[src/rtl/axi4_dma_master_if.sv]
// AXI4 channel bundle shared by the DMA master and the slave it drives.
// Widths follow the instance parameters.
interface axi4_if #(
  parameter int ADDR_WIDTH = 32,
  parameter int DATA_WIDTH = 64,
  parameter int ID_WIDTH   = 8
);
  logic [ID_WIDTH-1:0]     arid;
  logic [ADDR_WIDTH-1:0]   araddr;
  logic [7:0]              arlen;
  logic [2:0]              arsize;
  logic [1:0]              arburst;
  logic                    arlock;
  logic [3:0]              arcache;
  logic [2:0]              arprot;
  logic [3:0]              arqos;
  logic                    arvalid;
  logic                    arready;

  logic [ID_WIDTH-1:0]     rid;
  logic [DATA_WIDTH-1:0]   rdata;
  logic [1:0]              rresp;
  logic                    rlast;
  logic                    rvalid;
  logic                    rready;

  logic [ID_WIDTH-1:0]     awid;
  logic [ADDR_WIDTH-1:0]   awaddr;
  logic [7:0]              awlen;
  logic [2:0]              awsize;
  logic [1:0]              awburst;
  logic                    awlock;
  logic [3:0]              awcache;
  logic [2:0]              awprot;
  logic [3:0]              awqos;
  logic                    awvalid;
  logic                    awready;

  logic [DATA_WIDTH-1:0]   wdata;
  logic [DATA_WIDTH/8-1:0] wstrb;
  logic                    wlast;
  logic                    wvalid;
  logic                    wready;

  logic [ID_WIDTH-1:0]     bid;
  logic [1:0]              bresp;
  logic                    bvalid;
  logic                    bready;

  modport master (
    output arid, araddr, arlen, arsize, arburst, arlock, arcache, arprot, arqos, arvalid,
    input  arready,
    input  rid, rdata, rresp, rlast, rvalid,
    output rready,
    output awid, awaddr, awlen, awsize, awburst, awlock, awcache, awprot, awqos, awvalid,
    input  awready,
    output wdata, wstrb, wlast, wvalid,
    input  wready,
    input  bid, bresp, bvalid,
    output bready
  );

  modport slave (
    input  arid, araddr, arlen, arsize, arburst, arlock, arcache, arprot, arqos, arvalid,
    output arready,
    output rid, rdata, rresp, rlast, rvalid,
    input  rready,
    input  awid, awaddr, awlen, awsize, awburst, awlock, awcache, awprot, awqos, awvalid,
    output awready,
    input  wdata, wstrb, wlast, wvalid,
    output wready,
    output bid, bresp, bvalid,
    input  bready
  );
endinterface

[src/rtl/axi4_dma_master.sv]
// Block-copy DMA initiator: INCR read burst into a local buffer, then INCR write
// burst out, repeated until the requested word count has been moved.
module axi4_dma_master #(
  parameter int ADDR_WIDTH = 32,
  parameter int DATA_WIDTH = 64,
  parameter int ID_WIDTH   = 8,
  parameter int MAX_BURST  = 16,
  parameter logic [ID_WIDTH-1:0] AXI_ID = '0
) (
  input  logic                  clk,
  input  logic                  rst,
  input  logic                  start,
  input  logic [ADDR_WIDTH-1:0] src_addr,
  input  logic [ADDR_WIDTH-1:0] dst_addr,
  input  logic [15:0]           num_words,
  output logic                  busy,
  output logic                  done,
  output logic                  error,
  axi4_if.master                m
);
  localparam int BYTES    = DATA_WIDTH / 8;
  localparam int SIZE_LOG = $clog2(BYTES);
  localparam int IDX_W    = (MAX_BURST > 1) ? $clog2(MAX_BURST) : 1;
  localparam int BEAT_W   = $clog2(MAX_BURST) + 1;

  typedef enum logic [2:0] {
    IDLE, RD_ADDR, RD_DATA, WR_ADDR, WR_DATA, WR_RESP, DONE
  } state_t;

  state_t state, state_next;

  logic [ADDR_WIDTH-1:0] src, dst;
  logic [15:0]           remaining;
  logic [BEAT_W-1:0]     beats, beats_calc, beat_idx;
  logic                  err_pend;
  logic [DATA_WIDTH-1:0] buffer [MAX_BURST];

  logic ar_hs, r_hs, aw_hs, w_hs, b_hs, last_beat;

  assign ar_hs     = m.arvalid && m.arready;
  assign r_hs      = m.rvalid  && m.rready;
  assign aw_hs     = m.awvalid && m.awready;
  assign w_hs      = m.wvalid  && m.wready;
  assign b_hs      = m.bvalid  && m.bready;
  assign last_beat = (beat_idx == beats - BEAT_W'(1));

  function automatic logic [16:0] to_boundary(input logic [ADDR_WIDTH-1:0] addr);
    logic [12:0] bytes_left;
    bytes_left = 13'd4096 - {1'b0, addr[11:0]};
    return {4'd0, bytes_left >> SIZE_LOG};
  endfunction

  // src/dst/remaining only change in WR_RESP, so this is stable for the whole AR phase.
  always_comb begin
    logic [16:0] lim;
    lim = {1'b0, remaining};
    if (17'(MAX_BURST) < lim) lim = 17'(MAX_BURST);
    if (to_boundary(src) < lim) lim = to_boundary(src);
    if (to_boundary(dst) < lim) lim = to_boundary(dst);
    beats_calc = lim[BEAT_W-1:0];
  end

  always_ff @(posedge clk) begin
    if (rst) state <= IDLE;
    else     state <= state_next;
  end

  always_comb begin
    state_next = state;
    unique case (state)
      IDLE:    if (start) state_next = (num_words == 16'd0) ? DONE : RD_ADDR;
      RD_ADDR: if (ar_hs) state_next = RD_DATA;
      RD_DATA: if (r_hs && last_beat) state_next = WR_ADDR;
      WR_ADDR: if (aw_hs) state_next = WR_DATA;
      WR_DATA: if (w_hs && last_beat) state_next = WR_RESP;
      WR_RESP: if (b_hs) begin
        if (remaining == 16'(beats) || err_pend || m.bresp != 2'b00) state_next = DONE;
        else                                                          state_next = RD_ADDR;
      end
      DONE:    state_next = IDLE;
      default: state_next = IDLE;
    endcase
  end

  always_comb begin
    m.arvalid = 1'b0;
    m.rready  = 1'b0;
    m.awvalid = 1'b0;
    m.wvalid  = 1'b0;
    m.bready  = 1'b0;
    done      = 1'b0;
    busy      = (state != IDLE) && (state != DONE);
    unique case (state)
      RD_ADDR: m.arvalid = 1'b1;
      RD_DATA: m.rready  = 1'b1;
      WR_ADDR: m.awvalid = 1'b1;
      WR_DATA: m.wvalid  = 1'b1;
      WR_RESP: m.bready  = 1'b1;
      DONE:    done      = 1'b1;
      default: ;
    endcase
  end

  assign m.arid    = AXI_ID;
  assign m.araddr  = src;
  assign m.arlen   = 8'(beats_calc - BEAT_W'(1));
  assign m.arsize  = 3'(SIZE_LOG);
  assign m.arburst = 2'b01;
  assign m.arlock  = 1'b0;
  assign m.arcache = 4'd0;
  assign m.arprot  = 3'd0;
  assign m.arqos   = 4'd0;

  assign m.awid    = AXI_ID;
  assign m.awaddr  = dst;
  assign m.awlen   = 8'(beats - BEAT_W'(1));
  assign m.awsize  = 3'(SIZE_LOG);
  assign m.awburst = 2'b01;
  assign m.awlock  = 1'b0;
  assign m.awcache = 4'd0;
  assign m.awprot  = 3'd0;
  assign m.awqos   = 4'd0;

  assign m.wdata   = buffer[beat_idx[IDX_W-1:0]];
  assign m.wstrb   = '1;
  assign m.wlast   = last_beat;

  always_ff @(posedge clk) begin
    if (state == RD_DATA && r_hs) buffer[beat_idx[IDX_W-1:0]] <= m.rdata;
  end

  // A failed read still runs its write burst; err_pend just steers WR_RESP to DONE.
  always_ff @(posedge clk) begin
    if (rst) begin
      src       <= '0;
      dst       <= '0;
      remaining <= '0;
      beats     <= '0;
      beat_idx  <= '0;
      err_pend  <= 1'b0;
      error     <= 1'b0;
    end else begin
      unique case (state)
        IDLE: if (start) begin
          src       <= src_addr;
          dst       <= dst_addr;
          remaining <= num_words;
          beat_idx  <= '0;
          err_pend  <= 1'b0;
          error     <= 1'b0;
        end
        RD_ADDR: if (ar_hs) begin
          beats    <= beats_calc;
          beat_idx <= '0;
        end
        RD_DATA: if (r_hs) begin
          if (m.rresp != 2'b00 || m.rlast != last_beat) err_pend <= 1'b1;
          beat_idx <= last_beat ? '0 : beat_idx + BEAT_W'(1);
        end
        WR_DATA: if (w_hs) beat_idx <= last_beat ? '0 : beat_idx + BEAT_W'(1);
        WR_RESP: if (b_hs) begin
          if (m.bresp != 2'b00) err_pend <= 1'b1;
          remaining <= remaining - 16'(beats);
          src       <= src + (ADDR_WIDTH'(beats) << SIZE_LOG);
          dst       <= dst + (ADDR_WIDTH'(beats) << SIZE_LOG);
        end
        DONE: error <= err_pend;
        default: ;
      endcase
    end
  end
endmodule

[src/flat_wrapper.sv]
// flat-port wrapper written by rule: the top's interface ports become plain ports
module axi4_dma_master_flat 
#(
  parameter int ADDR_WIDTH = 32,
  parameter int DATA_WIDTH = 64,
  parameter int ID_WIDTH   = 8,
  parameter int MAX_BURST  = 16,
  parameter logic [ID_WIDTH-1:0] AXI_ID = '0
)
  (clk, rst, start, src_addr, dst_addr, num_words, busy, done, error, m_arid, m_araddr, m_arlen, m_arsize, m_arburst, m_arlock, m_arcache, m_arprot, m_arqos, m_arvalid, m_arready, m_rid, m_rdata, m_rresp, m_rlast, m_rvalid, m_rready, m_awid, m_awaddr, m_awlen, m_awsize, m_awburst, m_awlock, m_awcache, m_awprot, m_awqos, m_awvalid, m_awready, m_wdata, m_wstrb, m_wlast, m_wvalid, m_wready, m_bid, m_bresp, m_bvalid, m_bready);
  axi4_if #(.ADDR_WIDTH(ADDR_WIDTH), .DATA_WIDTH(DATA_WIDTH), .ID_WIDTH(ID_WIDTH)) m_i ();
  input  logic clk;
  input  logic rst;
  input  logic start;
  input  logic [ADDR_WIDTH-1:0] src_addr;
  input  logic [ADDR_WIDTH-1:0] dst_addr;
  input  logic [15:0] num_words;
  output logic busy;
  output logic done;
  output logic error;
  output wire logic [$bits(m_i.arid)-1:0] m_arid;
  output wire logic [$bits(m_i.araddr)-1:0] m_araddr;
  output wire logic [$bits(m_i.arlen)-1:0] m_arlen;
  output wire logic [$bits(m_i.arsize)-1:0] m_arsize;
  output wire logic [$bits(m_i.arburst)-1:0] m_arburst;
  output wire logic [$bits(m_i.arlock)-1:0] m_arlock;
  output wire logic [$bits(m_i.arcache)-1:0] m_arcache;
  output wire logic [$bits(m_i.arprot)-1:0] m_arprot;
  output wire logic [$bits(m_i.arqos)-1:0] m_arqos;
  output wire logic [$bits(m_i.arvalid)-1:0] m_arvalid;
  input wire logic [$bits(m_i.arready)-1:0] m_arready;
  input wire logic [$bits(m_i.rid)-1:0] m_rid;
  input wire logic [$bits(m_i.rdata)-1:0] m_rdata;
  input wire logic [$bits(m_i.rresp)-1:0] m_rresp;
  input wire logic [$bits(m_i.rlast)-1:0] m_rlast;
  input wire logic [$bits(m_i.rvalid)-1:0] m_rvalid;
  output wire logic [$bits(m_i.rready)-1:0] m_rready;
  output wire logic [$bits(m_i.awid)-1:0] m_awid;
  output wire logic [$bits(m_i.awaddr)-1:0] m_awaddr;
  output wire logic [$bits(m_i.awlen)-1:0] m_awlen;
  output wire logic [$bits(m_i.awsize)-1:0] m_awsize;
  output wire logic [$bits(m_i.awburst)-1:0] m_awburst;
  output wire logic [$bits(m_i.awlock)-1:0] m_awlock;
  output wire logic [$bits(m_i.awcache)-1:0] m_awcache;
  output wire logic [$bits(m_i.awprot)-1:0] m_awprot;
  output wire logic [$bits(m_i.awqos)-1:0] m_awqos;
  output wire logic [$bits(m_i.awvalid)-1:0] m_awvalid;
  input wire logic [$bits(m_i.awready)-1:0] m_awready;
  output wire logic [$bits(m_i.wdata)-1:0] m_wdata;
  output wire logic [$bits(m_i.wstrb)-1:0] m_wstrb;
  output wire logic [$bits(m_i.wlast)-1:0] m_wlast;
  output wire logic [$bits(m_i.wvalid)-1:0] m_wvalid;
  input wire logic [$bits(m_i.wready)-1:0] m_wready;
  input wire logic [$bits(m_i.bid)-1:0] m_bid;
  input wire logic [$bits(m_i.bresp)-1:0] m_bresp;
  input wire logic [$bits(m_i.bvalid)-1:0] m_bvalid;
  output wire logic [$bits(m_i.bready)-1:0] m_bready;
  assign m_arid = m_i.arid;
  assign m_araddr = m_i.araddr;
  assign m_arlen = m_i.arlen;
  assign m_arsize = m_i.arsize;
  assign m_arburst = m_i.arburst;
  assign m_arlock = m_i.arlock;
  assign m_arcache = m_i.arcache;
  assign m_arprot = m_i.arprot;
  assign m_arqos = m_i.arqos;
  assign m_arvalid = m_i.arvalid;
  assign m_i.arready = m_arready;
  assign m_i.rid = m_rid;
  assign m_i.rdata = m_rdata;
  assign m_i.rresp = m_rresp;
  assign m_i.rlast = m_rlast;
  assign m_i.rvalid = m_rvalid;
  assign m_rready = m_i.rready;
  assign m_awid = m_i.awid;
  assign m_awaddr = m_i.awaddr;
  assign m_awlen = m_i.awlen;
  assign m_awsize = m_i.awsize;
  assign m_awburst = m_i.awburst;
  assign m_awlock = m_i.awlock;
  assign m_awcache = m_i.awcache;
  assign m_awprot = m_i.awprot;
  assign m_awqos = m_i.awqos;
  assign m_awvalid = m_i.awvalid;
  assign m_i.awready = m_awready;
  assign m_wdata = m_i.wdata;
  assign m_wstrb = m_i.wstrb;
  assign m_wlast = m_i.wlast;
  assign m_wvalid = m_i.wvalid;
  assign m_i.wready = m_wready;
  assign m_i.bid = m_bid;
  assign m_i.bresp = m_bresp;
  assign m_i.bvalid = m_bvalid;
  assign m_bready = m_i.bready;
  axi4_dma_master #(.ADDR_WIDTH(ADDR_WIDTH), .DATA_WIDTH(DATA_WIDTH), .ID_WIDTH(ID_WIDTH), .MAX_BURST(MAX_BURST), .AXI_ID(AXI_ID)) u_core (.clk(clk), .rst(rst), .start(start), .src_addr(src_addr), .dst_addr(dst_addr), .num_words(num_words), .busy(busy), .done(done), .error(error), .m(m_i));
endmodule
[config.mk]
export PLATFORM = sky130hd
export DESIGN_NAME = axi4_dma_master_flat
export DESIGN_NICKNAME = d
export VERILOG_FILES = /design/src/rtl/axi4_dma_master_if.sv /design/src/rtl/axi4_dma_master.sv /design/src/flat_wrapper.sv
export SDC_FILE = /design/constraint.sdc
export NUM_CORES = 1
export LEC_CHECK = 0
export CORE_MARGIN = 2
export CORE_UTILIZATION = 57
export CTS_BUF_LIST = sky130_fd_sc_hd__clkbuf_16
export DETAILED_ROUTE_END_ITERATION = 7
export GPL_ROUTABILITY_DRIVEN = 0
export PLACE_DENSITY = 0.83
export SLEW_MARGIN = 30
export SYNTH_ARGS = -nofsm -noshare
export SYNTH_HDL_FRONTEND = slang
export SYNTH_SLANG_ARGS = --single-unit
[constraint.sdc]
create_clock -name clk -period 8.93 [get_ports clk]
set_input_delay 0.893 -clock clk [delete_from_list [all_inputs] [get_ports clk]]
set_output_delay 0.893 -clock clk [all_outputs]
set_load 0.1 [all_outputs]
==> run_results.csv <==
group,metric,value,unit
yosys,synthesis.yosys.warnings,0,
setup_path,critical_path.reg2reg.endpoint,"u_core.beats[2]",
power,power.share.clock,25.9,%
setup_path,critical_path.max_fanout,13,
routing,routed-via-count,26670,
worst_hold_path,timing.hold.worst_endpoint,"u_core.remaining[0]",
power,p_per_area,313.4,mW/mm2
yosys,yosys-top-cells-area,"sky130_fd_sc_hd__edfxtp_1 67%, sky130_fd_sc_hd__mux4_2 16%, sky130_fd_sc_hd__dfxtp_1 4.3%, sky130_fd_sc_hd__ha_1 1.0%, sky130_fd_sc_hd__buf_4 1.0%",
power,power_switching_share,40.11,%
timing,timing.final.hold_violations,0,
floorplanning,core_area,0.08029,mm2
placement,port_buffers,309,
power,power,16.83,mW
yosys,synthMostInstantiatedCell,"sky130_fd_sc_hd__edfxtp_1",
worst_hold_path,holdPathStages,2,
clocking,post_cts_hold_buffer_count,0,
routing,route.antenna.remaining_nets,0,
routing,detail_route.iter0.violations,3190,
global_route,pin_count_of_the_biggest_net_entering_global_routing,153,
worst_hold_path,hold_start,"u_core.remaining[0]",
floorplanning,die_height,288.5,um
clocking,clock_tree_from_tritoncts,"built",
floorplanning,placementRows,104,
floorplanning,floorplan.io_pins,384,
routing,drt-vias-per-instance,6.731,
worst_hold_path,hold_path_class,"flop to flop",
timing,finalSetupViolCount,0,
power,p_leak,17.09,nW
routing,average_wire_length_per_cell_after_detail_routing,31.84,um
power,p_int,10.08,mW
clocking,cts_root_buf,"sky130_fd_sc_hd__clkbuf_16",
yosys,syn-mean-instance-area,18.58,um2
setup_path,worst-setup-path-type,"flop to output pin",
clocking,clock_tree.htree_level_count,3,
yosys,postSynth.topFlopCell,"sky130_fd_sc_hd__edfxtp_1",
global_route,track_usage,30.12,%
yosys,synth_cell_type_count,79,
timing,timing.final.max_slew_violations,0,
power,seq_power_share,36.5,%
routing,drt_pass1_iterations,6,
power,combinationalPowerShare,37.6,%
floorplanning,dieWidth,288.5,um
timing,slew_headroom,29.65,%
layout,layout-area-overhead-vs-synth,16.38,%
setup_path,setup.reg_to_reg.worst_slack,2.83,ns
clocking,insertion_delay,0.70,ns
setup_path,critical_path.reg2reg.startpoint,"u_core.m.araddr[3]",
yosys,synth.top_cell.area_share,66.64,%
global_route,grt_remaining_overflow,0,
yosys,async_reset_ff_share,0,%
yosys,postSynthCellCount,2484,
yosys,netlist.top_cell.by_area,"sky130_fd_sc_hd__edfxtp_1",
layout,finish.net_count,3025,
yosys,yosys-top-cells-count,"1024 x sky130_fd_sc_hd__edfxtp_1, 320 x sky130_fd_sc_hd__mux4_2, 119 x sky130_fd_sc_hd__nand2_1",
layout,fillCellCount,4868,
routing,drt_drc_violations_left,0,
timing,post-route-period-util,95.09,%
yosys,number_of_flops_mapped_to_enable_cells_by_yosys,1024,
flow_run,timing.max_cap.violations,0,
setup_path,worst_ep_required_time,8.04,ns
setup_path,endpoint_kind,"output pin",
yosys,post_synth_instance_area,0.04614,mm2
clocking,clk_transition_reported_paths,0.06,ns
placement,preCtsSetupSlack,1.004,ns
yosys,ys_ff_latch,1123,
global_route,grt_first_pass_wirelength,181200,um
timing,timing.final.ws_setup,0.4381,ns
layout,multiInputGateArea,0.01267,mm2
placement,dpl_cell_area,0.05026,mm2
layout,ff_latch_area,0.03275,mm2
global_route,first_global_vias,27130,
timing,grt_setup_unrepaired,"no",
timing,tightestPinTransition,1.052,ns
power,netSwitchingPower,6.751,mW
placement,place.detailed.hpwl,66410,um
layout,final_cell_area,0.05370,mm2
floorplanning,initial_util,57.47,%
setup_path,crit_path_start_kind,"flop",
clocking,postCtsSetupBuffers,0,
clocking,cts_resized,0,
routing,detail_route.wirelength,126100,um
clocking,clock_path_buffers,3,
timing,period_minus_slack,8.492,ns
setup_path,crit_arrival,7.60,ns
timing,finalClockSkew,0.03498,ns
global_route,grt_antenna_before_repair,11,
floorplanning,area_of_the_die,0.08324,mm2
timing,setup-tns-final,0,ns
layout,layout-drive-gt1-share,20.32,%
clocking,clock_sinks,1123,
status,outcome,"finished clean",
clocking,cts_buffers,107,
yosys,sequential_cell_area_fraction_in_the_yosys_report,70.94,%
timing,max_clock_freq,117.8,MHz
setup_path,worstRegToRegCells,21,
power,power.ir.vdd_worst,579.5,uV
[metrics by stage]
step | hold WS [ns] | cells | util, %
after floorplan | 0.4404 | 2545 | -
after global placement | 0.4580 | 3754 | 62.57
after detailed placement | 0.4653 | 3759 | 62.60
after CTS | 0.4767 | 3951 | 66.74
after global routing | 0.4988 | 3960 | 66.88
final | 0.4863 | 3962 | 66.88
[cell usage in the layout (no fill, tap or decap), types with 27 or more instances in the layout]
cell | netlist | final
sky130_fd_sc_hd__clkdlybuf4s50_1 | 0 | 275
sky130_fd_sc_hd__o21ai_0 | 74 | 73
sky130_fd_sc_hd__a21oi_1 | 66 | 65
sky130_fd_sc_hd__edfxtp_1 | 1024 | 1024
sky130_fd_sc_hd__inv_1 | 30 | 63
sky130_fd_sc_hd__nor2_1 | 106 | 93
sky130_fd_sc_hd__conb_1 | 2 | 63
sky130_fd_sc_hd__mux4_2 | 320 | 320
sky130_fd_sc_hd__dfxtp_1 | 99 | 95
sky130_fd_sc_hd__clkbuf_16 | 0 | 108
sky130_fd_sc_hd__a211oi_1 | 27 | 27
sky130_fd_sc_hd__buf_4 | 62 | 41
sky130_fd_sc_hd__nand2_1 | 119 | 118
sky130_fd_sc_hd__ha_1 | 38 | 38
[worst max-delay path, stage by stage, from the launching register on]
cell,delay (ns)
sky130_fd_sc_hd__dfxtp_1,0.36
sky130_fd_sc_hd__or4_1,0.59
sky130_fd_sc_hd__or3_1,0.41
sky130_fd_sc_hd__or3_1,0.39
sky130_fd_sc_hd__nor3_1,0.32
sky130_fd_sc_hd__nand2b_1,0.15
sky130_fd_sc_hd__xor2_1,0.18
sky130_fd_sc_hd__ha_1,0.33
sky130_fd_sc_hd__nand4_1,0.16
sky130_fd_sc_hd__nor3_1,0.53
sky130_fd_sc_hd__o21a_1,0.29
sky130_fd_sc_hd__nor2_2,0.10
sky130_fd_sc_hd__nand2_1,0.08
sky130_fd_sc_hd__ha_1,0.23
sky130_fd_sc_hd__a21o_1,0.15
sky130_fd_sc_hd__a21o_1,0.17
sky130_fd_sc_hd__a221o_1,0.34
sky130_fd_sc_hd__a21oi_1,0.18
sky130_fd_sc_hd__o211ai_1,0.19
sky130_fd_sc_hd__a211oi_2,0.19
sky130_fd_sc_hd__buf_4,0.22
sky130_fd_sc_hd__mux2i_1,0.30
sky130_fd_sc_hd__ha_1,0.25
sky130_fd_sc_hd__and3_1,0.19
sky130_fd_sc_hd__xnor2_1,0.07
sky130_fd_sc_hd__mux2i_1,0.22
sky130_fd_sc_hd__buf_4,0.34
[area by class of cell]
cell class,count,share of cell area [%]
well taps,1060,2.470
clock buffers,108,5.033
diodes,8,0.03728
repair buffers,355,6.506
flip-flops and latches,1123,60.98
multi-input cells,1193,23.60
clock inverters,84,1.151
inverters,31,0.2167
[layer usage]
metal	wire length, um	global-route usage (%)	share of wire (%)
met5	47	0	0.037
met4	5471	13.13	4.3
met3	11220	5.711	8.9
met1	43480	37.54	34
met2	65930	51.86	52
[sequential cells by signal, indices dropped and copies added (netlist names), named ones only]
register,cells
u_core.m.awaddr,32
u_core.beat_idx,5
u_core.buffer,1024
u_core.state,3
u_core.m.araddr,32
u_core.error,1
u_core.err_pend,1
u_core.remaining,16
u_core.beats,5
[how the worst max path moves through the flow]
stage / from / depth (start not counted) / slack [ns] / endpoint
global placement: u_core.m.araddr[3] / 26 / 1.22 / m_arlen[4]
global route: u_core.m.araddr[3] / 26 / 0.01 / m_arlen[4]
floorplan: u_core.m.araddr[3] / 25 / 0.26 / m_arlen[4]
finish: u_core.m.araddr[3] / 26 / 0.44 / m_arlen[4]
detailed placement: u_core.m.araddr[3] / 26 / 1.00 / m_arlen[4]
CTS: u_core.m.araddr[3] / 26 / 0.24 / m_arlen[4]
[kinds of logic (layout without fill, tap and decap cells)]
logic type	count (synthesis)	in the layout	share of synthesized area [%]
xor gates and xnor gates	32	32	0.6074
muxes	334	334	15.93
and+or+nand+nor	396	396	4.149
other	2	71	0.01628
DFF	1123	1123	70.94
AOI/OAI and AO/OA	327	327	4.800
adders and majority gates	41	41	1.161
buffers and inverters	229	578	2.403
[power by group through the flow]
stage	clock network, mW	logic, mW	registers, mW
after CTS	4.37	6.27	6.14
after floorplan	0	4.32	6.69
after detailed placement	0	6.22	6.25
after global routing	4.55	6.62	6.17
after global placement	0	6.12	6.23
final	4.35	6.33	6.15
(Power assumes the default switching activity.)
